$ cat src/rtl/csk_pkg.sv
// Shared types and defaults for the carry-skip adder.
// Combinational helpers only; no clocked state.
package csk_pkg;

  localparam int CSK_N_DEF   = 32;
  localparam int CSK_BLK_DEF = 4;

  typedef struct packed {
    logic p;
    logic g;
  } pg_t;

  function automatic int csk_nblk(input int n, input int blk);
    return n / blk;
  endfunction

endpackage

$ cat src/rtl/csk_block.sv
// One carry-skip block: ripple inside, AND-OR skip around it (no select mux).
// Purely combinational, 0 cycles; no handshake.
module csk_block
  import csk_pkg::*;
#(
  parameter int BLK = CSK_BLK_DEF
) (
  input  logic [BLK-1:0] a,
  input  logic [BLK-1:0] b,
  input  logic           cin,
  output logic [BLK-1:0] s,
  output logic           cout,
  output logic           pblk
);

  pg_t  [BLK-1:0] w_pg;
  logic [BLK:0]   w_c;

  always_comb begin
    w_pg   = '0;
    w_c    = '0;
    s      = '0;
    pblk   = 1'b1;
    w_c[0] = cin;
    for (int i = 0; i < BLK; i++) begin
      w_pg[i].p = a[i] ^ b[i];
      w_pg[i].g = a[i] & b[i];
      s[i]      = w_pg[i].p ^ w_c[i];
      w_c[i+1]  = w_pg[i].g | (w_pg[i].p & w_c[i]);
      pblk      = pblk & w_pg[i].p;
    end
    // Skip term ORed onto the ripple carry: the skip only ever forwards cin.
    cout = w_c[BLK] | (pblk & cin);
  end

endmodule

$ cat src/rtl/csk_sin_mux.sv
// N-bit carry-skip adder {Cout,S} = A+B+Cin; CSK_OVF_EN adds a registered signed-overflow flag.
// Latency 1 cycle, accepts a new operation every clock; no backpressure.
module csk_sin_mux
  import csk_pkg::*;
#(
  parameter int N   = CSK_N_DEF,
  parameter int BLK = CSK_BLK_DEF
) (
  input  logic         clk,
  input  logic         rst_n,
  input  logic [N-1:0] A,
  input  logic [N-1:0] B,
  input  logic         Cin,
  output logic [N-1:0] S,
  output logic         Cout
`ifdef CSK_OVF_EN
  ,
  output logic         OVF
`endif
);

  localparam int NBLK = csk_nblk(N, BLK);

  if (N % BLK != 0) begin : g_bad_cfg
    $error("csk_sin_mux: N must be a multiple of BLK");
  end

  logic [N-1:0] w_sum;
  logic         w_cout;
  logic [N-1:0] r_s;
  logic         r_cout;

  for (genvar j = 0; j < NBLK; j++) begin : g_blk
    logic w_ci;
    logic w_co;
    logic w_pblk;

    if (j == 0) begin : g_first
      assign w_ci = Cin;
    end else begin : g_next
      assign w_ci = g_blk[j-1].w_co;
    end

    csk_block #(.BLK(BLK)) u_blk (
      .a    (A[j*BLK +: BLK]),
      .b    (B[j*BLK +: BLK]),
      .cin  (w_ci),
      .s    (w_sum[j*BLK +: BLK]),
      .cout (w_co),
      .pblk (w_pblk)
    );

    // An all-propagate block must hand its carry-in straight through.
    always_comb begin
      if (w_pblk) assert (w_co == w_ci);
    end
  end

  assign w_cout = g_blk[NBLK-1].w_co;

`ifdef CSK_OVF_EN
  logic w_c_msb;
  logic r_ovf;
  // Carry into the MSB recovered from its sum bit, avoiding an extra block port.
  assign w_c_msb = w_sum[N-1] ^ A[N-1] ^ B[N-1];

  always_ff @(posedge clk or negedge rst_n) begin
    if (!rst_n) r_ovf <= 1'b0;
    else        r_ovf <= w_cout ^ w_c_msb;
  end

  assign OVF = r_ovf;
`endif

  always_ff @(posedge clk or negedge rst_n) begin
    if (!rst_n) begin
      r_s    <= '0;
      r_cout <= 1'b0;
    end else begin
      r_s    <= w_sum;
      r_cout <= w_cout;
    end
  end

  assign S    = r_s;
  assign Cout = r_cout;

endmodule

$ cat config.mk
export PLATFORM = sky130hd
export DESIGN_NAME = csk_sin_mux
export DESIGN_NICKNAME = d
export VERILOG_FILES = /design/src/rtl/csk_pkg.sv /design/src/rtl/csk_block.sv /design/src/rtl/csk_sin_mux.sv
export SDC_FILE = /design/constraint.sdc
export NUM_CORES = 1
export LEC_CHECK = 0
export BUFFER_PORTS_ARGS = -buffer_cell sky130_fd_sc_hd__buf_2
export CORE_ASPECT_RATIO = 0.5
export CORE_MARGIN = 1
export CORE_UTILIZATION = 50
export CTS_BUF_LIST = sky130_fd_sc_hd__clkbuf_4 sky130_fd_sc_hd__clkbuf_8 sky130_fd_sc_hd__clkbuf_16
export DETAILED_ROUTE_END_ITERATION = 8
export GPL_ROUTABILITY_DRIVEN = 1
export PLACE_DENSITY = 0.85
export SLEW_MARGIN = 20
export SYNTH_ARGS = -nofsm -noshare
export SYNTH_HDL_FRONTEND = slang
export SYNTH_SLANG_ARGS = --single-unit
$ cat constraint.sdc
create_clock -name clk -period 1 [get_ports clk]
set_input_delay 0.05 -clock clk [delete_from_list [all_inputs] [get_ports clk]]
set_output_delay 0.05 -clock clk [all_outputs]
set_load 0.02 [all_outputs]
## Yosys cells after proc, flatten, opt, wreduce, memory -nomap -nowiden

Index checks and enable logic that the tools add are counted.

- Flip-flop bits (word level): 33
- Input port bits: 67
- Output and inout port bits: 33
- Word-level logic and storage cells: 202

- Bitwise operators: 200

Operator list:

| kind | number |
|---|---|
| $and 1x1->1 | 96 |
| $xor 1x1->1 | 64 |
| $or 1x1->1 | 40 |

## Longest topological paths before layout

- Word-level depth: 73
- Depth in mapped cells: 50
- Gate-level depth less buffers: 50

## Hierarchy

A second synthesis with hierarchy kept.

- Cells, all modules: 185
- Area total of the unflattened synthesis: 2,307.2 sq um

Modules (own cells, without submodules):

| module | times used | cells an instance | area each (sq um) | seq. area each (sq um) |
|---|---|---|---|---|
| csk_block | 8 | 19 | 185.2 | 0.0 |
| csk_sin_mux | 1 | 33 | 825.8 | 825.8 |

## Worst setup path after synthesis

OpenSTA, ideal clock, no wires.

- Kind: input to register
- Start: input A[0]
- End: register r_cout, in the netlist Cout
- Library setup time: 0.141 ns
- Data arrival time: 13.957 ns
- Data required time: 0.859 ns
- Setup slack: -13.098 ns
- Stages: 49
- Path buffers: 0
- Cell sequence: inv_1 > fa_1 > inv_1 > fa_1 > fa_1 > fa_1 > o21bai_1 > fa_1 > fa_1 > fa_1 > fa_1 > a21o_1 > fa_1 > fa_1 > fa_1 > fa_1 > o31a_4 > nand2_1 > (+13 left out) > fa_1 > fa_1 > fa_1 > a221oi_2 > nand2_1 > fa_1 > fa_1 > fa_1 > fa_1 > inv_1 > o221ai_1 > fa_1 > fa_1 > fa_1 > inv_1 > fa_1 > nor2b_1 > a41oi_2

- Word-level cells in the longest chain between the ends: 73

RTL lines:

| what | RTL line | source |
|---|---|---|
| start, declared | csk_sin_mux.sv:11 | `input logic [N-1:0] A,` |
| $xor 1x1->1 | csk_block.sv:26 | `w_pg[i].p = a[i] ^ b[i];` |
| $and 1x1->1 | csk_block.sv:29 | `w_c[i+1] = w_pg[i].g \| (w_pg[i].p & w_c[i]);` |
| $or 1x1->1 | csk_block.sv:29 |  |
| $and 1x1->1 | csk_block.sv:29 |  |
| $or 1x1->1 | csk_block.sv:29 |  |
| $and 1x1->1 | csk_block.sv:29 |  |
| $or 1x1->1 | csk_block.sv:29 |  |
| $and 1x1->1 | csk_block.sv:29 |  |
| (+58 left out) | - |  |
| $and 1x1->1 | csk_block.sv:29 |  |
| $or 1x1->1 | csk_block.sv:29 |  |
| $and 1x1->1 | csk_block.sv:29 |  |
| $or 1x1->1 | csk_block.sv:29 |  |
| $and 1x1->1 | csk_block.sv:29 |  |
| $or 1x1->1 | csk_block.sv:29 |  |
| $or 1x1->1 (*) | csk_block.sv:33 | `cout = w_c[BLK] \| (pblk & cin);` |
| named net g_blk[7].u_blk.cout | csk_block.sv:12 | `output logic cout,` |
| end signal, assigned | csk_sin_mux.sv:81 | `r_cout <= w_cout;` |
| end, declared | csk_sin_mux.sv:31 | `logic r_cout;` |

Mark *: on every way through the listed nets, which the timed path passes. The rest lies on a longest branch.

## Worst setup path in the final report

- Start: input Cin
- End: register r_cout, in the netlist Cout

- Word-level cells in the longest chain between the ends: 72

RTL lines:

| what | RTL line | source |
|---|---|---|
| start, declared | csk_sin_mux.sv:13 | `input logic Cin,` |
| $and 1x1->1 | csk_block.sv:29 |  |
| $or 1x1->1 | csk_block.sv:29 |  |
| $and 1x1->1 | csk_block.sv:29 |  |
| $or 1x1->1 | csk_block.sv:29 |  |
| $and 1x1->1 | csk_block.sv:29 |  |
| $or 1x1->1 | csk_block.sv:29 |  |
| $and 1x1->1 | csk_block.sv:29 |  |
| $or 1x1->1 | csk_block.sv:29 |  |
| (+57 left out) | - |  |
| $and 1x1->1 | csk_block.sv:29 |  |
| $or 1x1->1 | csk_block.sv:29 |  |
| $and 1x1->1 | csk_block.sv:29 |  |
| $or 1x1->1 | csk_block.sv:29 |  |
| $and 1x1->1 | csk_block.sv:29 |  |
| $or 1x1->1 | csk_block.sv:29 |  |
| $or 1x1->1 (*) | csk_block.sv:33 |  |
| named net g_blk[7].u_blk.cout | csk_block.sv:12 |  |

Marks and branches as above.

==> metrics.csv <==
metric,value,unit
Final Cell Area,0.003571,sq mm
largest net degree at the start of global routing,34,
violated checks,setup timing,
die height,48.19,microns
RSZ-0062 raised after global routing,yes,
critical path arrival,13.52,ns
vias in the first global route,2185,
Core ar.,0.003984,sq mm
Avg Inst Size Synth,15.46,sq um
1st-iter DRT viols,50,
sequential fraction of the synthesis area,38.71,%
Overall Power,0.004841,W
dominant cell type by area after synthesis,dfrtp_1,
nets,453,
FILL cells,162,
kind of critical path,in2reg,
Post-Syn Instances,138,
top-count cell post-synth,dfrtp_1,
FP Rows,16,
Hold Slack,0.07009,ns
Worst-Margin Slew,0.4282,ns
outcome,"complete, but fails checks",
CTS tree,yes,
Worst-path clk slew,0.08,ns
DRC viols,0,
Vias,1938,
Final Hold Viols,0,
area delta synth->final,67.39,%
fin crit share,1335,%
Port Buffer Count,99,
Cell Pwr Density,1356,mW/mm^2
crit path max fanout,3,
I/O Pins,100,
DP Wirelength,4.106,mm
"Setup violations, final",31,
asr flop ratio synth,100.0,%
number of synthesized flops with an enable pin,0,
Main synth FF type,dfrtp_1,
ANT cells,0,
Detailed Routing Iterations Pass 1,4,
first-pass GRT wire length,10.85,mm
max incr delay on CP,0.41,ns
ANT nets after route,0,
Inserted Clock Buffers,5,
Pins Over Slew Limit,0,
Setup WS post-layout,-12.35,ns
Max rail drop VDD,0.7026,mV
"top cells by count, synth","33 x dfrtp_1, 32 x fa_1, 32 x ha_1",
antenna violations before repair,0,
initial core utilization,53.55,%
slew margin rel.,71.45,%
top cell family by delay on the critical path,adder cells,
"Cell Area, Placed",0.003238,sq mm
Global Route Usage Sum,34.58,%
layout cells sized above 1,74.92,%
data required time at the worst endpoint,1.17,ns
fmax,74.88,MHz
leakage,1.822,nW
number of distinct library cells after synthesis,23,
Max-cap violations,0,
routed len/inst,20.27,microns
H-tree depth,2,
Syn Nets,269,
routability cong.,0.7121,
number of synthesis warnings,0,
Hold Crit Class,in2reg,
slowest stage cell on the critical path,fa_2,
CP startpoint kind,input port,
#FFs+latches synth,33,
Die X,94.38,microns
Yosys top cell area share,38.71,%
total grt overflow,0,
final WL,7.642,mm
# clock sinks,33,
utilization after layout,89.64,%
Critical Path End Type,flip-flop,
vias per cell,5.141,
Synth Cell Area,0.002133,sq mm
Max clock buf depth,2,
"most used cell, CP",fa_2,
Tmin final,13.35,ns
setup TNS,-199.79,ns
CTS root buf,clkbuf_8,
"top cells by area, synth","dfrtp_1 39%, fa_1 30%, ha_1 19%, inv_1 2.5%, nand4_1 1.8%",
Worst Path Buf+Inv,22,
die area,0.004548,sq mm
path summary, 6_finish.rpt:
path,depth (start not counted),end,from,slack [ns]
max in group asynchronous,3,S[11]$_DFF_PN0_,rst_n,0.36
setup / recovery,61,Cout$_DFF_PN0_,Cin,-12.35
hold / removal,2,S[4]$_DFF_PN0_,B[4],0.07
min in group asynchronous,3,S[29]$_DFF_PN0_,rst_n,0.33
metal layers:
metal | up-vias | global-route usage (%) | share of wire (%)
met1 | 976 | 35.31 | 36
met4 | 0 | 21.54 | 6.0
li1 | 806 | - | -
met5 | - | 0 | 0
met3 | 47 | 9.190 | 6.2
met2 | 109 | 68.12 | 52
power by group:
group	switching, W	leakage [nW]	internal, W
registers	0.0000905	0.385	0.00161
logic	0.00114	1.39	0.000937
clock network	0.000586	0.0439	0.000482
total	0.00182	1.82	0.00302
area by class of cell:
class,count,area [sq um],area share [%]
clock inverter,3,17.52,0.4905
sequential,33,825.8,23.13
timing repair buffer,177,1111,31.11
tap,54,67.56,1.892
clock buffer,5,68.82,1.927
inverter,15,73.82,2.067
multi-input combinational,90,1406,39.38
through the flow:
step / setup WS [ns] / instances
after floorplan: -12.14 / 138
after global placement: -12.38 / 346
after detailed placement: -12.61 / 346
after CTS: -12.12 / 373
after global routing: -12.62 / 377
final: -12.35 / 377
cell usage in the layout, fill, tap and decap left out, types with 2 or more instances in the layout:
master	count
inv_1	5
clkbuf_8	5
buf_4	77
buf_6	2
clkinv_2	2
o21bai_4	2
inv_2	8
ha_1	32
buf_2	96
fa_2	32
dfrtp_1	33
nand4_1	6
what timing repair did:
item,4_1_cts,5_1_grt
endpoints found under the setup margin,31,31
setup buffers,18,4
pin swaps,15,7
hold endpoints to repair,33,0
hold buffers,1,0
gates resized for setup,15,3
cells by family after synthesis:
logic type               count (synthesis)  share of synthesized area [%]
AO/OA/AOI/OAI                           11                          5.454
adder cells (fa/ha/maj)                 64                          48.80
buffers and inverters                   15                          2.639
flip-flops                              33                          38.71
AND/OR/NAND/NOR                         15                          4.399
state kept, by name, indices dropped and copies added (netlist names):
register and cells:
Cout 1, S 32
Power figures use the tool's default switching activity.
